===== config.mk =====
export PLATFORM = sky130hd
export DESIGN_NAME = axi_lite_master_ctrl_flat
export DESIGN_NICKNAME = d
export VERILOG_FILES = /design/src/rtl/axi_lite_master_ctrl_if.sv /design/src/rtl/axi_lite_master_ctrl.sv /design/src/flat_wrapper.sv
export SDC_FILE = /design/constraint.sdc
export NUM_CORES = 1
export LEC_CHECK = 0
export CORE_UTILIZATION = 25
export DETAILED_ROUTE_END_ITERATION = 16
export PLACE_DENSITY = 0.55
export SETUP_SLACK_MARGIN = 0.2
export SYNTH_ARGS = -nofsm -noshare
export SYNTH_HDL_FRONTEND = slang
export SYNTH_SLANG_ARGS = --single-unit

===== constraint.sdc =====
create_clock -name clk -period 2.2 [get_ports clk]
set_input_delay 0.44 -clock clk [delete_from_list [all_inputs] [get_ports clk]]
set_output_delay 0.44 -clock clk [all_outputs]
set_load 0.02 [all_outputs]

===== src/rtl/axi_lite_master_ctrl_if.sv =====
// rtl/axi_lite_master_ctrl_if.sv - AXI-Lite channel bundle with master and slave views
interface axi_lite_ifc #(
  parameter int ADDR_W = 32,
  parameter int DATA_W = 32
) ();
  logic [ADDR_W-1:0]   awaddr;
  logic [2:0]          awprot;
  logic                awvalid;
  logic                awready;
  logic [DATA_W-1:0]   wdata;
  logic [DATA_W/8-1:0] wstrb;
  logic                wvalid;
  logic                wready;
  logic [1:0]          bresp;
  logic                bvalid;
  logic                bready;
  logic [ADDR_W-1:0]   araddr;
  logic [2:0]          arprot;
  logic                arvalid;
  logic                arready;
  logic [DATA_W-1:0]   rdata;
  logic [1:0]          rresp;
  logic                rvalid;
  logic                rready;

  modport master (
    output awaddr, awprot, awvalid, input awready,
    output wdata, wstrb, wvalid, input wready,
    input bresp, bvalid, output bready,
    output araddr, arprot, arvalid, input arready,
    input rdata, rresp, rvalid, output rready
  );

  modport slave (
    input awaddr, awprot, awvalid, output awready,
    input wdata, wstrb, wvalid, output wready,
    output bresp, bvalid, input bready,
    input araddr, arprot, arvalid, output arready,
    output rdata, rresp, rvalid, input rready
  );
endinterface


===== src/rtl/axi_lite_master_ctrl.sv =====
// rtl/axi_lite_master_ctrl.sv - single-outstanding AXI-Lite master driven by a cmd/rsp handshake
module axi_lite_master_ctrl #(
  parameter int ADDR_W = 32,
  parameter int DATA_W = 32,
  parameter int CNT_W  = 16
) (
  input  logic                clk,
  input  logic                aresetn,
  input  logic                cmd_valid,
  output logic                cmd_ready,
  input  logic                cmd_write,
  input  logic [ADDR_W-1:0]   cmd_addr,
  input  logic [DATA_W-1:0]   cmd_wdata,
  input  logic [DATA_W/8-1:0] cmd_wstrb,
  output logic                rsp_valid,
  input  logic                rsp_ready,
  output logic                rsp_write,
  output logic [DATA_W-1:0]   rsp_rdata,
  output logic [1:0]          rsp_resp,
  output logic [CNT_W-1:0]    rsp_cycles,
  axi_lite_ifc.master         m_axi_lite
);

  typedef enum logic [2:0] {IDLE, WR_REQ, WR_RESP, RD_REQ, RD_RESP, RSP} state_t;

  state_t state, next_state;
  logic   run;

  logic [ADDR_W-1:0]   addr_q;
  logic [DATA_W-1:0]   wdata_q;
  logic [DATA_W/8-1:0] wstrb_q;
  logic awvalid_q, wvalid_q, arvalid_q, bready_q, rready_q;
  logic awvalid_d, wvalid_d, arvalid_d, bready_d, rready_d, rsp_valid_d;
  logic accept, aw_hs, w_hs, ar_hs, b_hs, r_hs, cnt_active;
  logic [CNT_W-1:0] cnt;

  // run holds cmd_ready low on the reset edge itself, not just after it
  assign cmd_ready  = run && (state == IDLE);
  assign accept     = cmd_valid && cmd_ready;
  assign aw_hs      = awvalid_q && m_axi_lite.awready;
  assign w_hs       = wvalid_q && m_axi_lite.wready;
  assign ar_hs      = arvalid_q && m_axi_lite.arready;
  assign b_hs       = bready_q && m_axi_lite.bvalid;
  assign r_hs       = rready_q && m_axi_lite.rvalid;
  assign cnt_active = state inside {WR_REQ, WR_RESP, RD_REQ, RD_RESP};

  assign m_axi_lite.awaddr  = addr_q;
  assign m_axi_lite.awprot  = 3'b000;
  assign m_axi_lite.awvalid = awvalid_q;
  assign m_axi_lite.wdata   = wdata_q;
  assign m_axi_lite.wstrb   = wstrb_q;
  assign m_axi_lite.wvalid  = wvalid_q;
  assign m_axi_lite.bready  = bready_q;
  assign m_axi_lite.araddr  = addr_q;
  assign m_axi_lite.arprot  = 3'b000;
  assign m_axi_lite.arvalid = arvalid_q;
  assign m_axi_lite.rready  = rready_q;
  assign rsp_cycles         = cnt;

  always_ff @(posedge clk) begin
    if (!aresetn) begin
      state     <= IDLE;
      run       <= 1'b0;
      awvalid_q <= 1'b0;
      wvalid_q  <= 1'b0;
      arvalid_q <= 1'b0;
      bready_q  <= 1'b0;
      rready_q  <= 1'b0;
      rsp_valid <= 1'b0;
    end else begin
      state     <= next_state;
      run       <= 1'b1;
      awvalid_q <= awvalid_d;
      wvalid_q  <= wvalid_d;
      arvalid_q <= arvalid_d;
      bready_q  <= bready_d;
      rready_q  <= rready_d;
      rsp_valid <= rsp_valid_d;
    end
  end

  // a write channel counts as done once its valid has dropped or is handshaking now
  always_comb begin
    next_state = state;
    unique case (state)
      IDLE:    if (accept) next_state = cmd_write ? WR_REQ : RD_REQ;
      WR_REQ:  if ((!awvalid_q || aw_hs) && (!wvalid_q || w_hs)) next_state = WR_RESP;
      WR_RESP: if (b_hs) next_state = RSP;
      RD_REQ:  if (ar_hs) next_state = RD_RESP;
      RD_RESP: if (r_hs) next_state = RSP;
      RSP:     if (rsp_ready) next_state = IDLE;
      default: next_state = IDLE;
    endcase
  end

  always_comb begin
    awvalid_d   = awvalid_q && !aw_hs;
    wvalid_d    = wvalid_q && !w_hs;
    arvalid_d   = arvalid_q && !ar_hs;
    if (accept) begin
      awvalid_d = cmd_write;
      wvalid_d  = cmd_write;
      arvalid_d = !cmd_write;
    end
    bready_d    = (next_state == WR_RESP);
    rready_d    = (next_state == RD_RESP);
    rsp_valid_d = (next_state == RSP);
  end

  always_ff @(posedge clk) begin
    if (!aresetn) begin
      addr_q    <= '0;
      wdata_q   <= '0;
      wstrb_q   <= '0;
      cnt       <= '0;
      rsp_write <= 1'b0;
      rsp_rdata <= '0;
      rsp_resp  <= 2'b00;
    end else begin
      if (accept) begin
        addr_q  <= cmd_addr;
        wdata_q <= cmd_wdata;
        wstrb_q <= cmd_wstrb;
        cnt     <= '0;
      end else if (cnt_active && (cnt != {CNT_W{1'b1}})) begin
        cnt <= cnt + 1'b1;
      end
      if (b_hs) begin
        rsp_write <= 1'b1;
        rsp_rdata <= '0;
        rsp_resp  <= m_axi_lite.bresp;
      end else if (r_hs) begin
        rsp_write <= 1'b0;
        rsp_rdata <= m_axi_lite.rdata;
        rsp_resp  <= m_axi_lite.rresp;
      end
    end
  end

endmodule


===== src/flat_wrapper.sv =====
// flat-port wrapper written by rule: the top's interface ports become plain ports
module axi_lite_master_ctrl_flat 
#(
  parameter int ADDR_W = 32,
  parameter int DATA_W = 32,
  parameter int CNT_W  = 16
)
  (clk, aresetn, cmd_valid, cmd_ready, cmd_write, cmd_addr, cmd_wdata, cmd_wstrb, rsp_valid, rsp_ready, rsp_write, rsp_rdata, rsp_resp, rsp_cycles, m_axi_lite_awaddr, m_axi_lite_awprot, m_axi_lite_awvalid, m_axi_lite_awready, m_axi_lite_wdata, m_axi_lite_wstrb, m_axi_lite_wvalid, m_axi_lite_wready, m_axi_lite_bresp, m_axi_lite_bvalid, m_axi_lite_bready, m_axi_lite_araddr, m_axi_lite_arprot, m_axi_lite_arvalid, m_axi_lite_arready, m_axi_lite_rdata, m_axi_lite_rresp, m_axi_lite_rvalid, m_axi_lite_rready);
  axi_lite_ifc #(.ADDR_W(ADDR_W), .DATA_W(DATA_W)) m_axi_lite_i ();
  input  logic clk;
  input  logic aresetn;
  input  logic cmd_valid;
  output logic cmd_ready;
  input  logic cmd_write;
  input  logic [ADDR_W-1:0] cmd_addr;
  input  logic [DATA_W-1:0] cmd_wdata;
  input  logic [DATA_W/8-1:0] cmd_wstrb;
  output logic rsp_valid;
  input  logic rsp_ready;
  output logic rsp_write;
  output logic [DATA_W-1:0] rsp_rdata;
  output logic [1:0] rsp_resp;
  output logic [CNT_W-1:0] rsp_cycles;
  output wire logic [$bits(m_axi_lite_i.awaddr)-1:0] m_axi_lite_awaddr;
  output wire logic [$bits(m_axi_lite_i.awprot)-1:0] m_axi_lite_awprot;
  output wire logic [$bits(m_axi_lite_i.awvalid)-1:0] m_axi_lite_awvalid;
  input wire logic [$bits(m_axi_lite_i.awready)-1:0] m_axi_lite_awready;
  output wire logic [$bits(m_axi_lite_i.wdata)-1:0] m_axi_lite_wdata;
  output wire logic [$bits(m_axi_lite_i.wstrb)-1:0] m_axi_lite_wstrb;
  output wire logic [$bits(m_axi_lite_i.wvalid)-1:0] m_axi_lite_wvalid;
  input wire logic [$bits(m_axi_lite_i.wready)-1:0] m_axi_lite_wready;
  input wire logic [$bits(m_axi_lite_i.bresp)-1:0] m_axi_lite_bresp;
  input wire logic [$bits(m_axi_lite_i.bvalid)-1:0] m_axi_lite_bvalid;
  output wire logic [$bits(m_axi_lite_i.bready)-1:0] m_axi_lite_bready;
  output wire logic [$bits(m_axi_lite_i.araddr)-1:0] m_axi_lite_araddr;
  output wire logic [$bits(m_axi_lite_i.arprot)-1:0] m_axi_lite_arprot;
  output wire logic [$bits(m_axi_lite_i.arvalid)-1:0] m_axi_lite_arvalid;
  input wire logic [$bits(m_axi_lite_i.arready)-1:0] m_axi_lite_arready;
  input wire logic [$bits(m_axi_lite_i.rdata)-1:0] m_axi_lite_rdata;
  input wire logic [$bits(m_axi_lite_i.rresp)-1:0] m_axi_lite_rresp;
  input wire logic [$bits(m_axi_lite_i.rvalid)-1:0] m_axi_lite_rvalid;
  output wire logic [$bits(m_axi_lite_i.rready)-1:0] m_axi_lite_rready;
  assign m_axi_lite_awaddr = m_axi_lite_i.awaddr;
  assign m_axi_lite_awprot = m_axi_lite_i.awprot;
  assign m_axi_lite_awvalid = m_axi_lite_i.awvalid;
  assign m_axi_lite_i.awready = m_axi_lite_awready;
  assign m_axi_lite_wdata = m_axi_lite_i.wdata;
  assign m_axi_lite_wstrb = m_axi_lite_i.wstrb;
  assign m_axi_lite_wvalid = m_axi_lite_i.wvalid;
  assign m_axi_lite_i.wready = m_axi_lite_wready;
  assign m_axi_lite_i.bresp = m_axi_lite_bresp;
  assign m_axi_lite_i.bvalid = m_axi_lite_bvalid;
  assign m_axi_lite_bready = m_axi_lite_i.bready;
  assign m_axi_lite_araddr = m_axi_lite_i.araddr;
  assign m_axi_lite_arprot = m_axi_lite_i.arprot;
  assign m_axi_lite_arvalid = m_axi_lite_i.arvalid;
  assign m_axi_lite_i.arready = m_axi_lite_arready;
  assign m_axi_lite_i.rdata = m_axi_lite_rdata;
  assign m_axi_lite_i.rresp = m_axi_lite_rresp;
  assign m_axi_lite_i.rvalid = m_axi_lite_rvalid;
  assign m_axi_lite_rready = m_axi_lite_i.rready;
  axi_lite_master_ctrl #(.ADDR_W(ADDR_W), .DATA_W(DATA_W), .CNT_W(CNT_W)) u_core (.clk(clk), .aresetn(aresetn), .cmd_valid(cmd_valid), .cmd_ready(cmd_ready), .cmd_write(cmd_write), .cmd_addr(cmd_addr), .cmd_wdata(cmd_wdata), .cmd_wstrb(cmd_wstrb), .rsp_valid(rsp_valid), .rsp_ready(rsp_ready), .rsp_write(rsp_write), .rsp_rdata(rsp_rdata), .rsp_resp(rsp_resp), .rsp_cycles(rsp_cycles), .m_axi_lite(m_axi_lite_i));
endmodule

Yosys cells after proc, flatten, opt, wreduce, memory -nomap -nowiden
Index checks and enable logic that the tools add are counted.

word-level totals
  input port bits = 114
  register bits after elaboration = 129

operators by class
  eq/ne operators = 9
  multiplexer cells = 16
  add/sub/neg operators = 1
  bitwise logic cells = 1
  reductions and logical operators = 25

operators with widths
  kind                                                  count
  two-way mux 3 bit                                     6
  one-hot mux 3 bit (6 select lines)                    1
  adder 16 x 1 -> 16 bit (second input constant)        1
  != test 16 bit (second input constant)                1
  equality test 3 bit (second input constant)           4
  logical AND 1 bit                                     12
  equality test 3 x 2 -> 1 bit (second input constant)  3
  logical NOT 1 bit                                     6
  two-way mux 1 bit                                     6
  two-way mux 2 bit                                     3
  nonzero test 4 bit                                    1
  OR reduction 2 bit                                    2
  equality test 3 x 1 -> 1 bit (second input constant)  1
  logical NOT 3 bit                                     1
  logical OR 1 bit                                      2
  nonzero test 2 bit                                    1
  NOT 1 bit                                             1

Logic depth before layout (Yosys ltp)
Gate-level depths: netlist of run 1.

  depth after elaboration = 6
  depth in mapped cells = 7

Worst setup path after synthesis of run 1
OpenSTA, ideal clock, no wires.

  path type = register to register
  from = reg u_core.state[2]
  to = reg u_core.cnt[11] (netlist: u_core.rsp_cycles[11])
  arrival = 1.910 ns
  clock period less this slack = 2.039 ns
  slack = 0.161 ns
  stages on the path, launching flop included = 8
  path buffers = 3
  path through = dfxtp_1 > buf_2 > nor4b_2 > nand2_1 > clkbuf_1 > nand2_1 > buf_2 > a21oi_1

on the way
  longest elaborated chain between the ends = 4

RTL lines
  item                          line                         source
  start, declared               axi_lite_master_ctrl.sv:26   state_t state, next_state;
  start signal, assigned        axi_lite_master_ctrl.sv:71   state <= next_state;
  logical NOT 3 bit             axi_lite_master_ctrl.sv:38   assign cmd_ready = run && (state == IDLE);
  logical AND 1 bit             axi_lite_master_ctrl.sv:38
  net cmd_ready                 flat_wrapper.sv:13           output logic cmd_ready;
  logical AND 1 bit             axi_lite_master_ctrl.sv:39   assign accept = cmd_valid && cmd_ready;
  OR reduction 2 bit (no line)  --
  end signal, assigned          axi_lite_master_ctrl.sv:126  cnt <= cnt + 1'b1;
  end, declared                 axi_lite_master_ctrl.sv:35   logic [CNT_W-1:0] cnt;

The timed path passes the listed nets, and every way through them passes these cells.
A chain may end at the register's enable or synchronous reset.

Final worst setup path of run 1
  from = reg u_core.cnt[2] (netlist: u_core.rsp_cycles[2])
  to = out rsp_cycles[2]

RTL lines
  item           line                source
  end, declared  flat_wrapper.sv:23  output logic [CNT_W-1:0] rsp_cycles;

No word-level cell between the ends.

==> qor.yml, run 1 <==
dpl.hpwl_um: 11800
antenna_found_initial: 0
grt_pass1_vias: 4764
drtAntennaViolNets: 0
wl_met1_um: 7290
critical_path.startpoint_type: "register"
rows: 52
period_minus_slack_ps: 1950
fmax_mhz: 514
pre_cts_slack_ps: 165
maxCapViolCount: 0
status: "finished, final reports clean"
clkTransAtPathRegs_ps: 60
numCtsBuffers: 17
synth-seq-area-share_pct: 50.2
syn_area_um2: 5150
dr_total_vias: 5100
synth_edf_count: 0
insertedDiodeCount: 0
peakVddDrop_mv: 0.479
die_area_um2: 21200
drtPass1Iterations: 5
clock_skew_ps: 6.15
cellLeakagePower_nw: 2.97
top_layer: "met4"
netlist_instances: 646
wl_per_cell_um: 14.1
avgSynthCellArea_um2: 7.97
p_int_mw: 4.60
seq_power_share_pct: 39.9
die_h_um: 145
drive_above_1_share_pct: 7.49
grt-ovfl-total: 0
yosysTopAreaCellShare_pct: 50.2
fin_nets: 998
critPathArrivalTime_ps: 1510
powerDensity_nw_per_um2: 729
port_buffers: 271
hold_slack_ps: 452
grt_pass1_wl_um: 26300
drc_errors: 0
met3_length_um: 1520
finalWirelength_um: 16500
slowest_stage: "clkdlybuf4s50_1"
grt_setup_unrepaired: "yes"
die_x_um: 145
grt_usage_pct: 15.8
setup_ws_ps: 254
core_area_um2: 20200
pwr-share-comb_pct: 15.2
yosys.area.top_type: "dfxtp_1"
start_util_pct: 25.4
syn_to_final_growth_pct: 66.6
sw_frac_of_total_pct: 26.5
place_congestion: 0.806
crit_chain: "clkdlybuf4s50_1"
fin_total_pwr_mw: 6.25
tns_ps: 0
via_per_inst: 4.38
p_sw_mw: 1.66
clk_latency_ps: 410
final_util_pct: 42.4
cts_hold_buf: 0
clock_sinks: 129
dr_wl_met2_um: 7480
grt_max_degree: 43
drtIter0Drc: 224
synthFlopType: "dfxtp_1"
drv_slew: 0
hold_class: "register to register"
clockPowerShare_pct: 44.9
setup_violations: 0
yosys_warnings: 0
worstPathRequired_ps: 1760
hold_viol_final: 0
criticalPathCategory: "register to output port"
io_pins: 278
critPathMaxStageDelay_ps: 660
path_buf_inv: 1
cp-end-kind: "output port"
cts_tree: "done"
htreeDepth: 4
cts_root_buf: "clkbuf_16"
cp_top_family: "buffers and inverters"
crit_path_max_fanout: 7
post_cts_buffers: 0
ys_seq_elements: 129
synthArstFlopShare_pct: 0
period_share_pct: 88.5
cts_buffer_depth: 2
synth.distinct_cells: 50
synth_area_leaders: "dfxtp_1 50%, nand2_1 16%, a21oi_1 11%"
Yosys cell counts, types with 2 or more instances:
master and instances:
a21oi_1 112, a311oi_1 2, and2_1 3, buf_1 2
buf_2 8, buf_4 39, clkbuf_1 27, dfxtp_1 129
inv_1 5, mux2i_1 5, nand2_1 223, nand2b_1 5
nand3_1 4, nand4_1 6, nor2_1 14, nor2b_1 2
nor3_1 2, nor3b_1 4, nor4_1 4, o21a_1 2
o21ai_0 6, o31ai_1 6, or3_1 3, or4_1 6
or4_4 2
per-layer routing:
layer  track usage (%)  vias up
met5                 0        -
met4              5.05        0
met3              6.65       11
met2              24.9      215
met1              19.4     2295
li1                  -     2579
timing repair:
item | in CTS | in global routing
pin swaps | 0 | 0
setup endpoints to repair | 1 | 6
resized for setup | 3 | 5
cell usage in the layout, fill, tap and decap left out, types with 3 or more instances in the layout:
master           Yosys  final
dfxtp_2              0      3
buf_4               39     14
or4_1                6      6
a21oi_1            112    112
o21ai_0              6      6
conb_1               1      6
clkdlybuf4s50_1      0    269
buf_12               0      5
inv_1                5      5
nor2_1              14     14
clkinv_4             0      3
nand4_1              6      6
nor4_1               4      4
inv_6                0      4
or3_1                3      3
nand2_1            223    222
nand2b_1             5      5
nor3b_1              4      4
dfxtp_1            129    126
mux2i_1              5      5
nand3_1              4      3
o31ai_1              6      6
clkbuf_16            0     17
clkinvlp_4           0      4
path summary, 6_finish.rpt:
kind | startpoint | to | slack (ps) | depth (start not counted)
worst min register to register | u_core.rsp_rdata[18] | u_core.rsp_rdata[18] | 450 | 2
worst max register to register | u_core.state[1] | u_core.rsp_cycles[15] | 310 | 4
worst max-delay path | u_core.rsp_cycles[2] | rsp_cycles[2] | 250 | 1
worst min-delay path | u_core.rsp_rdata[18] | u_core.rsp_rdata[18] | 450 | 2
cell type report:
| class | instances | area [um2] |
|---|---|---|
| tap | 270 | 338 |
| inverter | 6 | 22.5 |
| timing repair buffer | 290 | 2920 |
| clock inverter | 14 | 156 |
| fill | 2072 | 11700 |
| clock buffer | 17 | 425 |
| sequential | 129 | 2590 |
| multi-input combinational | 439 | 2130 |
registers in the layout, indices dropped and copies added, names as in the netlist, 2 cells and up:
register and count:
u_core.m_axi_lite.araddr 32, u_core.m_axi_lite.wdata 32, u_core.rsp_rdata 32, u_core.rsp_cycles 16, u_core.m_axi_lite.wstrb 4, u_core.state 3, u_core.rsp_resp 2
worst min-delay path: cells and delay by family, from the launching register on:
kind,cells,cell delay (ps)
flip-flops,1,310
AND/OR/NAND/NOR,1,50
AO/OA/AOI/OAI,1,50
through the flow:
stage	cell area, um2	instances
6_report	8580	1165
5_1_grt	8580	1165
4_1_cts	8560	1165
3_5_place_dp	7980	1134
3_3_place_gp	7980	1134
2_1_floorplan	5170	651
kinds of logic (layout without fill, tap and decap cells):
family	after synthesis	in the layout	share of synthesized area [%]
AND/OR/NAND/NOR	288	288	24.3
AO/OA/AOI/OAI	139	139	15.0
flip-flops	129	129	50.2
buffers and inverters	83	327	9.24
multiplexers	5	5	0.972
adder cells (fa/ha/maj)	1	1	0.243
other	1	6	0.0729
power groups by stage:
stage	registers [mW]	logic (mW)	clock network (mW)
floorplan	2.63	0.373	0
global placement	2.55	0.961	0
detailed placement	2.55	0.963	0
CTS	2.50	0.966	2.91
global route	2.51	1.03	3.00
finish	2.50	0.951	2.81
No activity file was read; power rests on OpenSTA's default activity.
==> inputs of run 2 (changes only) <==
==> constraint.sdc (replaced) <==
create_clock -name clk -period 2.52 [get_ports clk]
set_input_delay 0.504 -clock clk [delete_from_list [all_inputs] [get_ports clk]]
set_output_delay 0.504 -clock clk [all_outputs]
set_load 0.02 [all_outputs]
==> qor.yml, run 2 (synthesized netlist as in run 1, its figures left out) <==
status: "finished, final reports clean"
cts_buffer_depth: 2  # unchanged
drv_slew: 0  # unchanged
r2r-end: "u_core.rsp_cycles[7]"
criticalPathCategory: "register to output port"
hold_slack_ps: 451  # -1.07 ps
clk_latency_ps: 420  # about the same
placed_cells: 1132  # -0.18%
grt_max_degree: 72  # +67%
cp-end-kind: "output port"
drtIter0Drc: 173  # -23%
grt_pass1_vias: 4686  # -1.6%
max_slew.worst_pin.slew_ps: 838
hold_viol_final: 0  # unchanged
powerDensity_nw_per_um2: 648  # -11%
pre_cts_slack_ps: 447  # +282 ps
period_minus_slack_ps: 2040
place_congestion: 0.736  # -8.6%
worstPathRequired_ps: 2020  # +260 ps
wl_per_cell_um: 13.9  # -1.5%
dr_total_vias: 5050  # -0.98%
setup_ws_ps: 484  # +230 ps
drtPass1Iterations: 4  # -1
fmax_mhz: 491
drive_above_1_share_pct: 6.71  # -0.77 points
clock_sinks: 129  # unchanged
antenna_found_initial: 0  # unchanged
grt_pass1_wl_um: 25800  # -1.8%
die_h_um: 145  # unchanged
critPathMaxStageDelay_ps: 400  # -260 ps
syn_to_final_growth_pct: 65.7
reg2reg_from: "u_core.state[2]"
via_per_inst: 4.34  # -0.90%
final_common_cell: "clkdlybuf4s50_1"
critPathArrivalTime_ps: 1530  # +20 ps
cts_root_buf: "clkbuf_16"
clock_skew_ps: 12.7  # +6.58 ps
cellLeakagePower_nw: 2.93  # -1.3%
hold_class: "register to register"
post_cts_buffers: 0  # unchanged
finalWirelength_um: 16200  # -1.6%
rr_worst_depth: 4  # unchanged
drtAntennaViolNets: 0  # unchanged
dpl.hpwl_um: 11500  # -2.6%
setup_violations: 0  # unchanged
final_cell_mix: "270 x clkdlybuf4s50_1, 222 x nand2_1, 129 x dfxtp_1"
drc_errors: 0  # unchanged
critical_path.startpoint_type: "register"
insertedDiodeCount: 0  # unchanged
slowest_stage: "dfxtp_1"
final_util_pct: 42.1  # -0.24 points
grt_usage_pct: 15.5  # -0.28 points
grt-ovfl-total: 0  # unchanged
die_x_um: 145  # unchanged
cts_tree: "done"
rows: 52  # unchanged
fin_nets: 996  # -0.20%
tns_ps: 0  # unchanged
htreeDepth: 4  # unchanged
core_area_um2: 20200  # unchanged
crit_chain: "nor4b_2 -> dlygate4sd2_1"
clkTransAtPathRegs_ps: 60  # about the same
numCtsBuffers: 17  # unchanged
maxCapViolCount: 0  # unchanged
grt_setup_unrepaired: "no"
hold_path_depth: 2  # unchanged
port_buffers: 271  # unchanged
slew_headroom_pct: 44.1
start_util_pct: 25.4  # unchanged
holdPathEnd: "u_core.rsp_rdata[0]"
die_area_um2: 21200  # unchanged
io_pins: 278  # unchanged
period_share_pct: 80.8
crit_path_max_fanout: 10  # +3
final_cells: 1164  # -0.086%
rrSetupSlack_ps: 480  # +170 ps
holdCritStartpoint: "u_core.rsp_rdata[0]"
peakVddDrop_mv: 0.485  # +1.2%
run 2: cell types whose count changed in the layout (fill, tap and decap cells not counted), sizes merged:
| cell | change |
|---|---|
| buf | -2 |
| clkinv | -2 |
| bufinv | +1 |
| clkbuf | +1 |
| clkdlybuf4s15 | -1 |
| clkdlybuf4s50 | +1 |
| clkinvlp | +1 |
| dlygate4sd2 | +1 |
| dlymetal6s2s | -1 |
run 2: area by class of cell:
class	instances	area, um2
Fill cell	2049	11700
Inverter	6	22.5
Tap cell	270	338
Clock buffer	18	429
Timing Repair Buffer	288	2860
Sequential cell	129	2580
Multi-Input combinational cell	439	2110
Clock inverter	14	180
run 2: power by group:
part	internal (mW)	leakage, nW	switching (mW)	total (mW)
registers	2.12	1.05	0.0575	2.18
logic	0.407	1.61	0.398	0.805
clock network	1.57	0.280	0.975	2.54
run 2: worst max-delay path, delay by kind of cell (launching register included):
| kind | cells | cell delay [ps] |
|---|---|---|
| flip-flops | 1 | 400 |
| AND/OR/NAND/NOR | 1 | 330 |
| buffers and inverters | 1 | 400 |
run 2: how the worst max path moves through the flow:
stage	start	cells past startpoint	end
2_1_floorplan	u_core.state[2]	7	u_core.rsp_cycles[11]
6_report	u_core.state[1]	2	cmd_ready
5_1_grt	u_core.state[2]	4	u_core.rsp_cycles[7]
3_3_place_gp	m_axi_lite_wready	5	u_core.m_axi_lite.bready
4_1_cts	u_core.state[1]	2	cmd_ready
3_5_place_dp	m_axi_lite_wready	5	u_core.m_axi_lite.bready
run 2: what timing repair did:
action	in CTS	in global routing
endpoints found under the hold margin	0	0
hold buffers	0	0
gates resized for setup	1	0
endpoints found under the setup margin	1	0
run 2: routing by layer:
layer | share of wire (%) | track usage, % | vias up
met5 | 0 | 0 | -
met4 | 1.4 | 4.58 | 0
met3 | 9.5 | 7.71 | 15
met2 | 45 | 24.2 | 216
met1 | 44 | 18.7 | 2242
li1 | - | - | 2577
run 2: stage by stage:
step | power [mW] | instance area [um2]
2_1_floorplan | 2.62 | 5170
3_3_place_gp | 3.04 | 7920
3_5_place_dp | 3.04 | 7920
4_1_cts | 5.63 | 8530
5_1_grt | 5.78 | 8530
6_report | 5.53 | 8530
